<file path="config.mk">
export PLATFORM = sky130hd
export DESIGN_NAME = frv_divider_flat
export DESIGN_NICKNAME = d
export VERILOG_FILES = /design/src/rtl/frv_divider_if.sv /design/src/rtl/frv_divider.sv /design/src/flat_wrapper.sv
export SDC_FILE = /design/constraint.sdc
export NUM_CORES = 1
export LEC_CHECK = 0
export CAP_MARGIN = 5
export CELL_PAD_IN_SITES_DETAIL_PLACEMENT = 0
export CELL_PAD_IN_SITES_GLOBAL_PLACEMENT = 1
export CORE_UTILIZATION = 39
export CTS_CLUSTER_DIAMETER = 60
export DETAILED_ROUTE_END_ITERATION = 8
export PLACE_DENSITY = 0.87
export SLEW_MARGIN = 20
export SYNTH_ARGS = -nofsm -noshare
export SYNTH_HDL_FRONTEND = slang
export SYNTH_SLANG_ARGS = --single-unit
</file>
<file path="constraint.sdc">
create_clock -name g_clk -period 4.7 [get_ports g_clk]
set_input_delay 0.94 -clock g_clk [delete_from_list [all_inputs] [get_ports g_clk]]
set_output_delay 0.94 -clock g_clk [all_outputs]
set_load 0.05 [all_outputs]
</file>
<file path="src/rtl/frv_divider_if.sv">
`default_nettype none
// ============================================================================
//  Module      : frv_divider_if
//  Description : Request/response bundle between execute and the sequential
//                divider: operation select, operands, flush, and the
//                ready/result return path.
//  Revision    : 1.0 - initial release
// ============================================================================
interface frv_divider_if #(
    parameter int XLEN = 32
);
    logic            flush;
    logic            valid;
    logic            op_div;
    logic            op_divu;
    logic            op_rem;
    logic            op_remu;
    logic [XLEN-1:0] rs1;
    logic [XLEN-1:0] rs2;
    logic            ready;
    logic [XLEN-1:0] result;

    // Execute stage side: issues requests, consumes the result.
    modport master (
        output flush, valid, op_div, op_divu, op_rem, op_remu, rs1, rs2,
        input  ready, result
    );

    // Divider side.
    modport slave (
        input  flush, valid, op_div, op_divu, op_rem, op_remu, rs1, rs2,
        output ready, result
    );
endinterface
`default_nettype wire

</file>
<file path="src/rtl/frv_divider.sv">
`default_nettype none
// ============================================================================
//  Module      : frv_divider
//  Description : Radix-2 restoring divider for RV32M DIV/DIVU/REM/REMU.
//                One quotient bit per cycle, 33-cycle latency, single-cycle
//                divide-by-zero path, registered result with a one-cycle
//                ready pulse.
//  Revision    : 1.0 - initial release
// ============================================================================
module frv_divider (
    input  wire logic    g_clk,
    input  wire logic    g_reset,
    frv_divider_if.slave bus
);

    localparam int XLEN = 32;

    typedef enum logic [1:0] {
        IDLE = 2'd0,
        RUN  = 2'd1,
        DONE = 2'd2
    } state_t;

    state_t            r_state;
    state_t            w_state_next;
    logic              w_ready;

    logic [XLEN-1:0]   r_quot;
    // The partial remainder never exceeds the divisor after a step, so its
    // 33rd bit is always zero once stored; only 32 bits are kept.
    logic [XLEN-1:0]   r_acc;
    logic [XLEN-1:0]   r_dvs;
    logic [4:0]        r_count;
    logic              r_neg_q;
    logic              r_neg_r;
    logic              r_is_rem;
    logic [XLEN-1:0]   r_result;

    logic              w_start;
    logic              w_signed;
    logic              w_rem;
    logic              w_div_zero;
    logic [XLEN-1:0]   w_rs1_mag;
    logic [XLEN-1:0]   w_rs2_mag;
    logic [XLEN:0]     w_partial;
    logic [XLEN:0]     w_trial;
    logic [XLEN-1:0]   w_quot_step;
    logic [XLEN-1:0]   w_acc_step;
    logic [XLEN-1:0]   w_q_final;
    logic [XLEN-1:0]   w_r_final;

    assign w_start    = bus.valid & (bus.op_div | bus.op_divu | bus.op_rem | bus.op_remu);
    assign w_signed   = bus.op_div | bus.op_rem;
    assign w_rem      = bus.op_rem | bus.op_remu;
    assign w_div_zero = (bus.rs2 == '0);

    // Magnitudes wrap at 32 bits, so 0x80000000 maps onto itself.
    assign w_rs1_mag  = (w_signed & bus.rs1[XLEN-1]) ? -bus.rs1 : bus.rs1;
    assign w_rs2_mag  = (w_signed & bus.rs2[XLEN-1]) ? -bus.rs2 : bus.rs2;

    // One restoring step: shift in the next dividend bit, try to subtract.
    assign w_partial   = {r_acc, r_quot[XLEN-1]};
    assign w_trial     = w_partial - {1'b0, r_dvs};
    assign w_quot_step = {r_quot[XLEN-2:0], ~w_trial[XLEN]};
    assign w_acc_step  = w_trial[XLEN] ? w_partial[XLEN-1:0] : w_trial[XLEN-1:0];

    // Sign fix-up applied to the values produced by the final step.
    assign w_q_final = r_neg_q ? -w_quot_step : w_quot_step;
    assign w_r_final = r_neg_r ? -w_acc_step  : w_acc_step;

    // State register.
    always_ff @(posedge g_clk) begin
        if (g_reset) begin
            r_state <= IDLE;
        end else begin
            r_state <= w_state_next;
        end
    end

    // Next-state and ready decode; flush abandons work from any state.
    always_comb begin
        w_state_next = r_state;
        w_ready      = 1'b0;
        if (bus.flush) begin
            w_state_next = IDLE;
        end else begin
            unique case (r_state)
                IDLE: begin
                    if (w_start) begin
                        w_state_next = w_div_zero ? DONE : RUN;
                    end
                end
                RUN: begin
                    if (r_count == 5'd0) begin
                        w_state_next = DONE;
                    end
                end
                DONE: begin
                    w_ready      = ~g_reset;
                    w_state_next = IDLE;
                end
                default: begin
                    w_state_next = IDLE;
                end
            endcase
        end
    end

    // Operand latch, iteration, and result capture on entry to DONE.
    always_ff @(posedge g_clk) begin
        if (g_reset) begin
            r_quot   <= '0;
            r_acc    <= '0;
            r_dvs    <= '0;
            r_count  <= 5'd0;
            r_neg_q  <= 1'b0;
            r_neg_r  <= 1'b0;
            r_is_rem <= 1'b0;
            r_result <= '0;
        end else if (!bus.flush) begin
            unique case (r_state)
                IDLE: begin
                    if (w_start) begin
                        if (w_div_zero) begin
                            r_result <= w_rem ? bus.rs1 : '1;
                        end else begin
                            r_quot   <= w_rs1_mag;
                            r_acc    <= '0;
                            r_dvs    <= w_rs2_mag;
                            r_count  <= 5'd31;
                            r_neg_q  <= w_signed & (bus.rs1[XLEN-1] ^ bus.rs2[XLEN-1]);
                            r_neg_r  <= w_signed & bus.rs1[XLEN-1];
                            r_is_rem <= w_rem;
                        end
                    end
                end
                RUN: begin
                    r_quot  <= w_quot_step;
                    r_acc   <= w_acc_step;
                    r_count <= r_count - 5'd1;
                    if (r_count == 5'd0) begin
                        r_result <= r_is_rem ? w_r_final : w_q_final;
                    end
                end
                default: begin
                end
            endcase
        end
    end

    assign bus.ready  = w_ready;
    assign bus.result = r_result;

endmodule
`default_nettype wire

</file>
<file path="src/flat_wrapper.sv">
// flat-port wrapper written by rule: the top's interface ports become plain ports
module frv_divider_flat 
  (g_clk, g_reset, bus_flush, bus_valid, bus_op_div, bus_op_divu, bus_op_rem, bus_op_remu, bus_rs1, bus_rs2, bus_ready, bus_result);
  frv_divider_if #(.XLEN(32)) bus_i ();
  input  wire logic g_clk;
  input  wire logic g_reset;
  input wire logic [$bits(bus_i.flush)-1:0] bus_flush;
  input wire logic [$bits(bus_i.valid)-1:0] bus_valid;
  input wire logic [$bits(bus_i.op_div)-1:0] bus_op_div;
  input wire logic [$bits(bus_i.op_divu)-1:0] bus_op_divu;
  input wire logic [$bits(bus_i.op_rem)-1:0] bus_op_rem;
  input wire logic [$bits(bus_i.op_remu)-1:0] bus_op_remu;
  input wire logic [$bits(bus_i.rs1)-1:0] bus_rs1;
  input wire logic [$bits(bus_i.rs2)-1:0] bus_rs2;
  output wire logic [$bits(bus_i.ready)-1:0] bus_ready;
  output wire logic [$bits(bus_i.result)-1:0] bus_result;
  assign bus_i.flush = bus_flush;
  assign bus_i.valid = bus_valid;
  assign bus_i.op_div = bus_op_div;
  assign bus_i.op_divu = bus_op_divu;
  assign bus_i.op_rem = bus_op_rem;
  assign bus_i.op_remu = bus_op_remu;
  assign bus_i.rs1 = bus_rs1;
  assign bus_i.rs2 = bus_rs2;
  assign bus_ready = bus_i.ready;
  assign bus_result = bus_i.result;
  frv_divider u_core (.g_clk(g_clk), .g_reset(g_reset), .bus(bus_i));
endmodule
</file>
==> qor_table.md <==
| Step | Parameter | Value |
|---|---|---|
| sta | Hold Violations, Final | 0 |
| grt | Largest net degree at the start of global routing | 50 |
| sta | Number of failing setup endpoints in the final timing report | 0 |
| grt | Wire length of the first global-routing pass | 59.20 mm |
| floorplan | Total die area | 29740 µm² |
| floorplan | Number of I/O pins | 105 |
| sta | Transition time of the tightest slew-check pin | 1.001 ns |
| detailed routing | DRC errors left | 2 |
| critical path | Critical Path Source Type | flop |
| cts | Max Buffers Root-to-Sink | 2 |
| critical path | Endpoint type of the worst setup path | flop |
| power | Power Dens Cells | 279.5 nW/µm² |
| power | Cell leakage power | 5.077 nW |
| yosys | Number of enable-type register cells in the synthesized netlist | 0 |
| finish | Most frequent cells in the layout | 189 x nor2_1, 149 x a21oi_1, 138 x dfxtp_1 |
| detailed routing | Wire length per cell | 18.84 µm |
| critical path | Data arrival at the endpoint of the critical path | 4.80 ns |
| sta | Minimum clock period after layout | 4.443 ns |
| placed design | Hpwl dp | 28.38 mm |
| finish | Final Core Density | 0.4768 |
| min path | Type of the tightest min-delay check | reg2reg |
| critical path | CP required | 5.05 ns |
| sta | Max Freq | 225.1 MHz |
| yosys | Yosys synthesis warning count | 0 |
| grt | Number of global-route vias before repair | 11.01k |
| sta | Final Max Slew Viols | 0 |
| floorplan | Die X-Extent | 172.5 µm |
| yosys | Syn Area/Cell | 7.485 µm² |
| yosys | Number of nets produced by synthesis | 1625 |
| finish | Share of cells above drive strength 1 | 0.1043 |
| cts | Clock edge transition at the registers on the reported setup and hold paths | 0.06 ns |
| critical path | Startpoint-to-endpoint class of the critical path | reg2reg |
| floorplan | Floorplan row count | 62 |
| sta | Hold Slack | 0.4655 ns |
| outcome | Violations in the final reports | DRC |
| yosys | Post-synthesis sequential area ratio | 0.2438 |
| sta | Final worst clock skew | 0.01291 ns |
| grt | GRT Overall Usage | 0.2565 |
| power | Overall power | 3.815 mW |
| detailed routing | Iteration-0 DRC count of the detailed router | 937 |
| yosys | Ys flop type | dfxtp_1 |
| yosys | Ys async rst share | 0 |
| detailed routing | Routed wire length | 37.57 mm |
| job | Number of maximum-capacitance violations | 0 |
| placed design | Port bufs | 104 |
| critical path | Crit-path max FO | 7 |
| grt | Overflow after GRT | 0 |
| yosys | Flip-flop and latch count after synthesis | 138 |
| floorplan | DIE HEIGHT | 172.5 µm |
| yosys | Count of distinct cell types in the synthesized netlist | 96 |
| placed design | Placed instance area | 12880 µm² |
| yosys | Gate count of the mapped netlist | 1514 |
| cts | Skew-Pair Late Insertion Delay | 0.43 ns |
| detailed routing | Detailed-route via count | 11.80k |
| outcome | Result of the run | finished with violations |
| sta | Final worst path period share | 0.9453 |
| cts | Max H-tree Level | 4 |
| floorplan | Core box area | 28630 µm² |
| finish | Antenna cells | 0 |
| floorplan | Initial core utilization | 0.3959 |
| cts | Hold_buf cts | 0 |
| cts | Inserted Clock Buffers | 17 |
| placed design | Global placer's final weighted congestion | 0.9288 |
| detailed routing | Number of search-and-repair iterations in the first detailed-routing pass | 7 |
| detailed routing | Post-DRT Antenna Nets | 0 |
| cts | Clock root buffer master | clkbuf_16 |
| detailed routing | Number of vias per cell after detailed routing | 5.915 |
| power | Maximum vdd ir drop | 0.2182 mV |
| sta | Worst rel slew slack | 0.3303 |
| yosys | Mapped cell area | 11330 µm² |
| cts | CTS tree | built |
| grt | Initial antenna violation count | 2 |
| finish | Net count reported at finish | 1709 |
| finish | Area added between synthesis and finish | 20.45% |
| finish | Layout Cell Area excl Fill | 13650 µm² |
| finish | Most common cell after layout, fill and taps aside | nor2_1 |
| cts | CTS Sinks | 138 |
[power breakdown]
part | total, mW | switching, mW | leakage, nW | internal (mW)
clock | 1.54 | 0.550 | 0.326 | 0.988
combinational | 1.00 | 0.602 | 3.63 | 0.401
sequential | 1.27 | 0.0508 | 1.12 | 1.22
total | 3.81 | 1.20 | 5.08 | 2.61
[flip-flops by register name (all words and copies together), names as in the netlist]
register	cells
u_core.bus.result	32
u_core.r_neg_q	1
u_core.r_is_rem	1
u_core.r_neg_r	1
u_core.r_quot	32
u_core.r_state	2
u_core.r_count	5
u_core.r_dvs	32
u_core.r_acc	32
[Yosys cell counts (13+ instances only)]
master	number	area, µm²
o31ai_1	30	225.2
nand3_1	24	120.1
a22oi_1	22	165.2
o221ai_1	13	113.9
mux2i_1	14	140.1
a21oi_1	150	750.7
mux2_2	16	180.2
nand2b_1	19	118.9
nor3_1	43	215.2
o211ai_1	24	180.2
a21o_1	17	127.6
nor4_1	22	137.6
inv_1	55	206.5
ha_1	38	475.5
a211oi_1	58	435.4
nor2_1	190	713.2
xnor2_1	74	648.1
o21ai_0	72	360.4
o41ai_1	13	113.9
dfxtp_1	138	2763
or3_1	23	143.9
xor2_1	46	402.9
clkbuf_1	75	281.5
nand2_1	111	416.7
[area by class of cell]
type	count	area, µm²
Inverter	56	215.2
Fill cell	2806	14980
Multi-Input combinational cell	1224	8021
Tap cell	384	480.5
Clock buffer	17	425.4
Timing Repair Buffer	161	1516
Clock inverter	14	227.7
Sequential cell	138	2763
[worst max-delay path, stage by stage, from the launching register on]
cell,delay (ns)
dfxtp_1,0.33
inv_1,0.06
ha_2,0.19
fa_2,0.35
nand2b_1,0.17
a21o_1,0.19
a211oi_2,0.28
a311o_1,0.30
and4_4,0.24
or2_4,0.16
nor2_8,0.06
inv_6,0.10
ha_4,0.14
nor2b_2,0.15
nand4b_1,0.21
or2_4,0.34
o31a_1,0.25
xnor2_1,0.12
a211oi_1,0.22
a21oi_1,0.06
a211o_1,0.26
nor3_1,0.16
[what timing repair did]
item                       4_1_cts  5_1_grt
setup buffers                    0        5
resized for setup                2       15
setup endpoints to repair        2       13
pin swaps                        1        6
[per-stage QoR]
| stage | TNS [ns] | setup slack, ns | cells |
|---|---|---|---|
| after floorplan | 0 | 0.06781 | 1514 |
| after global placement | 0 | 0.1095 | 1958 |
| after detailed placement | 0 | 0.01853 | 1958 |
| after global routing | -0.008609 | -0.008609 | 1994 |
| final | 0 | 0.2570 | 1994 |
| after CTS | 0 | 0.03967 | 1989 |
[cells by family (layout without fill, tap and decap cells)]
kind of cell	Yosys count	after routing	synth area share
adder cells (fa/ha/maj)	39	39	0.04372
AND/OR/NAND/NOR	524	524	0.2310
buffers and inverters	152	248	0.05664
XOR/XNOR	120	120	0.09275
multiplexers	31	31	0.02948
AO/OA/AOI/OAI	510	510	0.3026
flip-flops	138	138	0.2438
[metal layers]
metal  track usage  up-vias  routed length, µm
li1              -     5746                  -
met1        0.3263     5627              16530
met2        0.4341      344              18010
met3       0.03891       74               1829
met4       0.09811        4               1179
met5             0        -                 20
[path summary, 6_finish.rpt]
kind | slack (ns) | endpoint | cells past startpoint | start
min reg2reg | 0.47 | u_core.bus.result[9] | 2 | u_core.bus.result[9]
max reg2reg | 0.26 | u_core.bus.result[26] | 21 | u_core.r_quot[31]
min | 0.47 | u_core.bus.result[9] | 2 | u_core.bus.result[9]
max | 0.26 | u_core.bus.result[26] | 21 | u_core.r_quot[31]
Power figures use the tool's default switching activity.
